==> config.mk <==
export PLATFORM = sky130hd
export DESIGN_NAME = opl_timer_bank
export DESIGN_NICKNAME = d
export VERILOG_FILES = /design/src/rtl/opl_timer_bank_pkg.sv /design/src/rtl/opl_timer_channel.sv /design/src/rtl/opl_timer_bank.sv
export SDC_FILE = /design/constraint.sdc
export NUM_CORES = 1
export LEC_CHECK = 0
export CAP_MARGIN = 20
export CORE_MARGIN = 1.5
export CORE_UTILIZATION = 35
export DETAILED_ROUTE_END_ITERATION = 6
export PLACE_DENSITY_LB_ADDON = 0.08
export SYNTH_ARGS = -nofsm -noshare
export SYNTH_HDL_FRONTEND = slang
export SYNTH_SLANG_ARGS = --single-unit
export TNS_END_PERCENT = 10
==> constraint.sdc <==
create_clock -name clk -period 6.52 [get_ports clk]
set_input_delay 0.978 -clock clk [delete_from_list [all_inputs] [get_ports clk]]
set_output_delay 0.978 -clock clk [all_outputs]
set_load 0.02 [all_outputs]
==> src/rtl/opl_timer_bank_pkg.sv <==
// opl_timer_bank_pkg: shared OPL timer constants
package opl_timer_bank_pkg;

    localparam int REG_TIMER_WIDTH      = 8;
    localparam int DEF_NUM_TIMERS       = 2;
    localparam int TICK_DIV_W           = 4;
    localparam int CLK_FREQ_HZ          = 3_600_000;
    // 80 us base tick: CLK_FREQ_HZ / 12500 clk cycles (288 at 3.6 MHz)
    localparam int OPL_BASE_TICK_CYCLES = CLK_FREQ_HZ / 12_500;

endpackage

==> src/rtl/opl_timer_channel.sv <==
// opl_timer_channel: one auto-reload interval timer with tick sub-divider and start edge detect
module opl_timer_channel
    import opl_timer_bank_pkg::*;
#(
    parameter int                    TIMER_WIDTH = REG_TIMER_WIDTH,
    parameter logic [TICK_DIV_W-1:0] DIV         = 4'd1
) (
    input  logic                   clk,
    input  logic                   reset,
    input  logic                   base_tick,
    input  logic                   start,
    input  logic [TIMER_WIDTH-1:0] load,
    output logic                   ovf_set,
    output logic                   overflow_pulse
);

    logic                   start_prev_q, start_prev_d;
    logic                   armed_q, armed_d;
    logic [TICK_DIV_W-1:0]  sub_q, sub_d;
    logic [TIMER_WIDTH-1:0] cnt_q, cnt_d;
    logic                   pulse_q;
    logic                   rise, sub_wrap;

    // Start edge wins over ticks; the channel only counts after an edge has armed it
    always_comb begin
        rise         = start & ~start_prev_q;
        sub_wrap     = sub_q == DIV - 4'd1;
        start_prev_d = start;
        armed_d      = armed_q | rise;
        sub_d        = sub_q;
        cnt_d        = cnt_q;
        ovf_set      = 1'b0;
        if (rise) begin
            cnt_d = load;
            sub_d = '0;
        end else if (start && armed_q && base_tick) begin
            sub_d = sub_wrap ? '0 : sub_q + 4'd1;
            if (sub_wrap) begin
                ovf_set = &cnt_q;
                cnt_d   = ovf_set ? load : cnt_q + TIMER_WIDTH'(1);
            end
        end
    end

    // State registers; reset captures start so a level held through reset is not an edge
    always_ff @(posedge clk) begin
        if (reset) begin
            start_prev_q <= start;
            armed_q      <= 1'b0;
            sub_q        <= '0;
            cnt_q        <= '0;
            pulse_q      <= 1'b0;
        end else begin
            start_prev_q <= start_prev_d;
            armed_q      <= armed_d;
            sub_q        <= sub_d;
            cnt_q        <= cnt_d;
            pulse_q      <= ovf_set;
        end
    end

    assign overflow_pulse = pulse_q;

endmodule

==> src/rtl/opl_timer_bank.sv <==
// opl_timer_bank: N interval timers sharing a base prescaler, with maskable sticky flags and IRQ
module opl_timer_bank
    import opl_timer_bank_pkg::*;
#(
    parameter int                               NUM_TIMERS       = DEF_NUM_TIMERS,
    parameter int                               TIMER_WIDTH      = REG_TIMER_WIDTH,
    parameter int                               BASE_TICK_CYCLES = OPL_BASE_TICK_CYCLES,
    parameter logic [NUM_TIMERS*TICK_DIV_W-1:0] TICK_DIV         = {4'd4, 4'd1}
) (
    input  logic                              clk,
    input  logic                              reset,
    input  logic [NUM_TIMERS*TIMER_WIDTH-1:0] timer_load,
    input  logic [NUM_TIMERS-1:0]             start,
    input  logic [NUM_TIMERS-1:0]             mask,
    input  logic                              irq_reset,
    output logic [NUM_TIMERS-1:0]             overflow_pulse,
    output logic [NUM_TIMERS-1:0]             flag,
    output logic                              irq
);

    localparam int PW = $clog2(BASE_TICK_CYCLES);

    logic [PW-1:0]         pre_q, pre_d;
    logic                  base_tick;
    logic [NUM_TIMERS-1:0] ovf_set;
    logic [NUM_TIMERS-1:0] flag_q, flag_d;

    // Free-running prescaler and sticky flags; a new overflow beats a same-cycle irq_reset
    always_comb begin
        base_tick = pre_q == PW'(BASE_TICK_CYCLES - 1);
        pre_d     = base_tick ? '0 : pre_q + PW'(1);
        flag_d    = (flag_q & ~{NUM_TIMERS{irq_reset}}) | (ovf_set & ~mask);
    end

    // Prescaler and flag registers
    always_ff @(posedge clk) begin
        if (reset) begin
            pre_q  <= '0;
            flag_q <= '0;
        end else begin
            pre_q  <= pre_d;
            flag_q <= flag_d;
        end
    end

    for (genvar i = 0; i < NUM_TIMERS; i++) begin : g_ch
        opl_timer_channel #(
            .TIMER_WIDTH (TIMER_WIDTH),
            .DIV         (TICK_DIV[i*TICK_DIV_W +: TICK_DIV_W])
        ) u_ch (
            .clk            (clk),
            .reset          (reset),
            .base_tick      (base_tick),
            .start          (start[i]),
            .load           (timer_load[i*TIMER_WIDTH +: TIMER_WIDTH]),
            .ovf_set        (ovf_set[i]),
            .overflow_pulse (overflow_pulse[i])
        );
    end

    assign flag = flag_q;
    assign irq  = |flag_q;

endmodule
==> metrics.md <==
| Metric | Value |
|---|---|
| Crit Path Class | `in -> reg` |
| Io pins | `28` |
| Worst Path Max Fanout | `6` |
| Pwr/cell area | `about 180 nW/um^2` |
| Setup Skew | `0.0107 ns` |
| Grt ovf | `0` |
| Routed len/inst | `14.3 um` |
| Dpl cell area | `2510 um^2` |
| Area growth, synth to finish | `19.3%` |
| Setup Buffers After CTS | `0` |
| Commonest cells after routing, fill and taps aside | `dfxtp_1, clkdlybuf4s50_1, nor2_1` |
| Tmin final | `2.66 ns` |
| Post-route setup TNS | `0 ns` |
| Drc violations | `0` |
| Vias in the first global route | `1848` |
| Final wirelength | `5160 um` |
| Status | `complete, no violations` |
| Port Buffers | `27` |
| Fin crit share | `a little over 40%` |
| Core area | `5990 um^2` |
| Synth warn | `0` |
| H-tree levels | `2` |
| Share of the synthesized area in the top cell type | `37.5%` |
| WP data required | `6.74 ns` |
| Ant. Diodes | `0` |
| Placed cells | `between 300 and 400` |
| Rows | `28` |
| Mean Syn Cell Area | `8.39 um^2` |
| CTS max path bufs | `2` |
| DR vias | `1976` |
| Worst hold slack | `0.453 ns` |
| Final instance area | `2610 um^2` |
| Placer Congestion | `0.789` |
| Remaining antenna violation count | `0` |
| Root buf cell | `clkbuf_8` |
| Cell Count, Final, Fillers Out | `361` |
| Final #Nets | `314` |
| Clock sinks | `41` |
| Clock transition at path regs | `0.09 ns` |
| Distinct cells, synth | `50` |
| Share of cells above drive strength 1 | `5.94%` |
| P_leak | `0.887 nW` |
| Finish-stage setup viols | `0` |
| Commonest non-fill, non-tap cell in the layout | `dfxtp_1` |
| Asr flop ratio synth | `0%` |
| First DRT Iteration DRCs | `85` |
| Slew headroom | `around 34%` |
| Average vias per placed instance | `~5.5` |
| Clock latency on the worst-skew pair | `just under 0.3 ns` |
| CTS tree | `yes` |
| Area of the die | `6740 um^2` |
| Sequential share of the synthesized area | `a little under two fifths` |
| Syn_nets | `290` |
| RSZ-0062 raised after global routing | `false` |
| Tot GR Track Use | `between 10% and 20%` |
| R2r setup slk | `4.02 ns` |
| Fmax | `between 300 and 400 MHz` |
| Largest cells by area after synthesis | `dfxtp_1, nand3_1, nor2_1, nor3_1, ha_1` |
| Global-route wire length before repair | `8920 um` |
| Slew Viols, Final | `0` |
| Hold Fails Final Rpt | `0` |
| Most used DFF post-synth | `dfxtp_1` |
| Measured slew at the worst slew-check pin | `0.971 ns` |
| Hold Crit Class | `reg -> reg` |
| TritonCTS buffer count | `5` |
| Initial Utilization | `36.5%` |
| CP endpoint kind | `flip-flop` |
| Arrival time at the worst endpoint | `2.88 ns` |
| Leading area contributor after synthesis | `dfxtp_1` |
| Die Y | `82.1 um` |
| Post-Syn Area | `2190 um^2` |
| Synthesized flop and latch total | `41` |
| Initial antenna violation count | `0` |
| Peak supply drop | `approximately 0.094 mV` |
| Die width | `82.1 um` |
| Final Util | `between 40% and 50%` |
| Final HPWL DP | `3630 um` |
| Largest net degree at the start of global routing | `39` |
| Pre-Repair DR Iteration Count | `4` |
| Post_cts resized | `0` |
| Cells after synthesis | `roughly 260` |
| CTS hold repair buffers | `0` |
| Post-synth EDFFs | `0` |
| Crit start category | `input port` |
| Max_cap viols | `0` |
-- critical path, stage by stage --
cell	delay [ns]
clkdlybuf4s50_1	0.57
nand3_1	0.15
or4_4	0.54
or4_1	0.48
a31oi_1	0.18
-- sequential cells by signal (all words and copies together), names as in the netlist --
name,count
g_ch.u_ch.armed_q,2
g_ch.u_ch.overflow_pulse,2
g_ch.u_ch.sub_q,8
g_ch.u_ch.cnt_q,16
g_ch.u_ch.start_prev_q,2
pre_q,9
flag,2
-- through the flow --
stage               setup slack [ns]  power, W
floorplan                       4.27  0.000295
global placement                3.46  0.000318
detailed placement              3.48  0.000318
CTS                             3.79  0.000492
global route                    3.64  0.000508
finish                          3.86  0.000482
-- cells in the mapped netlist, types with 2 or more instances --
master	instances
and2_1	2
o211ai_1	4
and4_1	2
mux2i_1	6
a2bb2oi_1	3
xor2_1	5
a31oi_1	4
or3_1	3
xnor2_1	8
or4_1	5
nand3_1	18
dfxtp_1	41
a21o_1	3
and3_1	4
o21ai_0	6
nand2b_1	7
buf_4	2
or2_2	3
inv_1	10
nand4_1	9
a21oi_1	8
nor2_1	24
nand4b_1	3
a211oi_1	4
clkbuf_1	10
nand2_1	8
ha_1	6
o32ai_1	5
nor3_1	17
nor4b_1	2
nor2b_1	3
nor4_1	8
-- cell families after synthesis --
logic type	share of synthesized area, %
multiplexers	2.74
XOR/XNOR	5.20
buffers and inverters	4.51
flip-flops	37.5
AND/OR/NAND/NOR	31.3
AO/OA/AOI/OAI	15.3
adder cells (fa/ha/maj)	3.43
-- power by group --
| part | leakage [nW] | internal [W] | switching (W) |
|---|---|---|---|
| Clock | 0.0445 | 0.0000760 | 0.0000933 |
| Sequential | 0.334 | 0.000257 | 0.00000773 |
| Combinational | 0.508 | 0.0000247 | 0.0000223 |
-- worst paths after layout --
check	start	endpoint	cells after the start
hold / removal	pre_q[0]$_SDFF_PP0_	pre_q[0]$_SDFF_PP0_	1
hold reg to reg	pre_q[0]$_SDFF_PP0_	pre_q[0]$_SDFF_PP0_	1
setup reg to reg	pre_q[4]$_SDFF_PP0_	g_ch[1].u_ch.cnt_q[0]$_SDFFE_PP0P_	4
setup / recovery	start[0]	g_ch[0].u_ch.cnt_q[0]$_SDFFE_PP0P_	5
-- layout make-up --
class / count / area (um^2)
Multi-Input combinational cell: 196 / 1270
Tap cell: 75 / 93.8
Clock inverter: 3 / 21.3
Fill cell: 626 / 3380
Clock buffer: 5 / 68.8
Sequential cell: 41 / 821
Inverter: 10 / 37.5
Timing Repair Buffer: 31 / 300
-- routing by layer --
metal	up-vias	track usage (%)	wire length, um
met1	922	24.6	2770
met3	2	3.41	183
met5	-	0	0
li1	1024	-	-
met2	28	25.9	2180
met4	0	3.56	27
(Power assumes the default switching activity.)
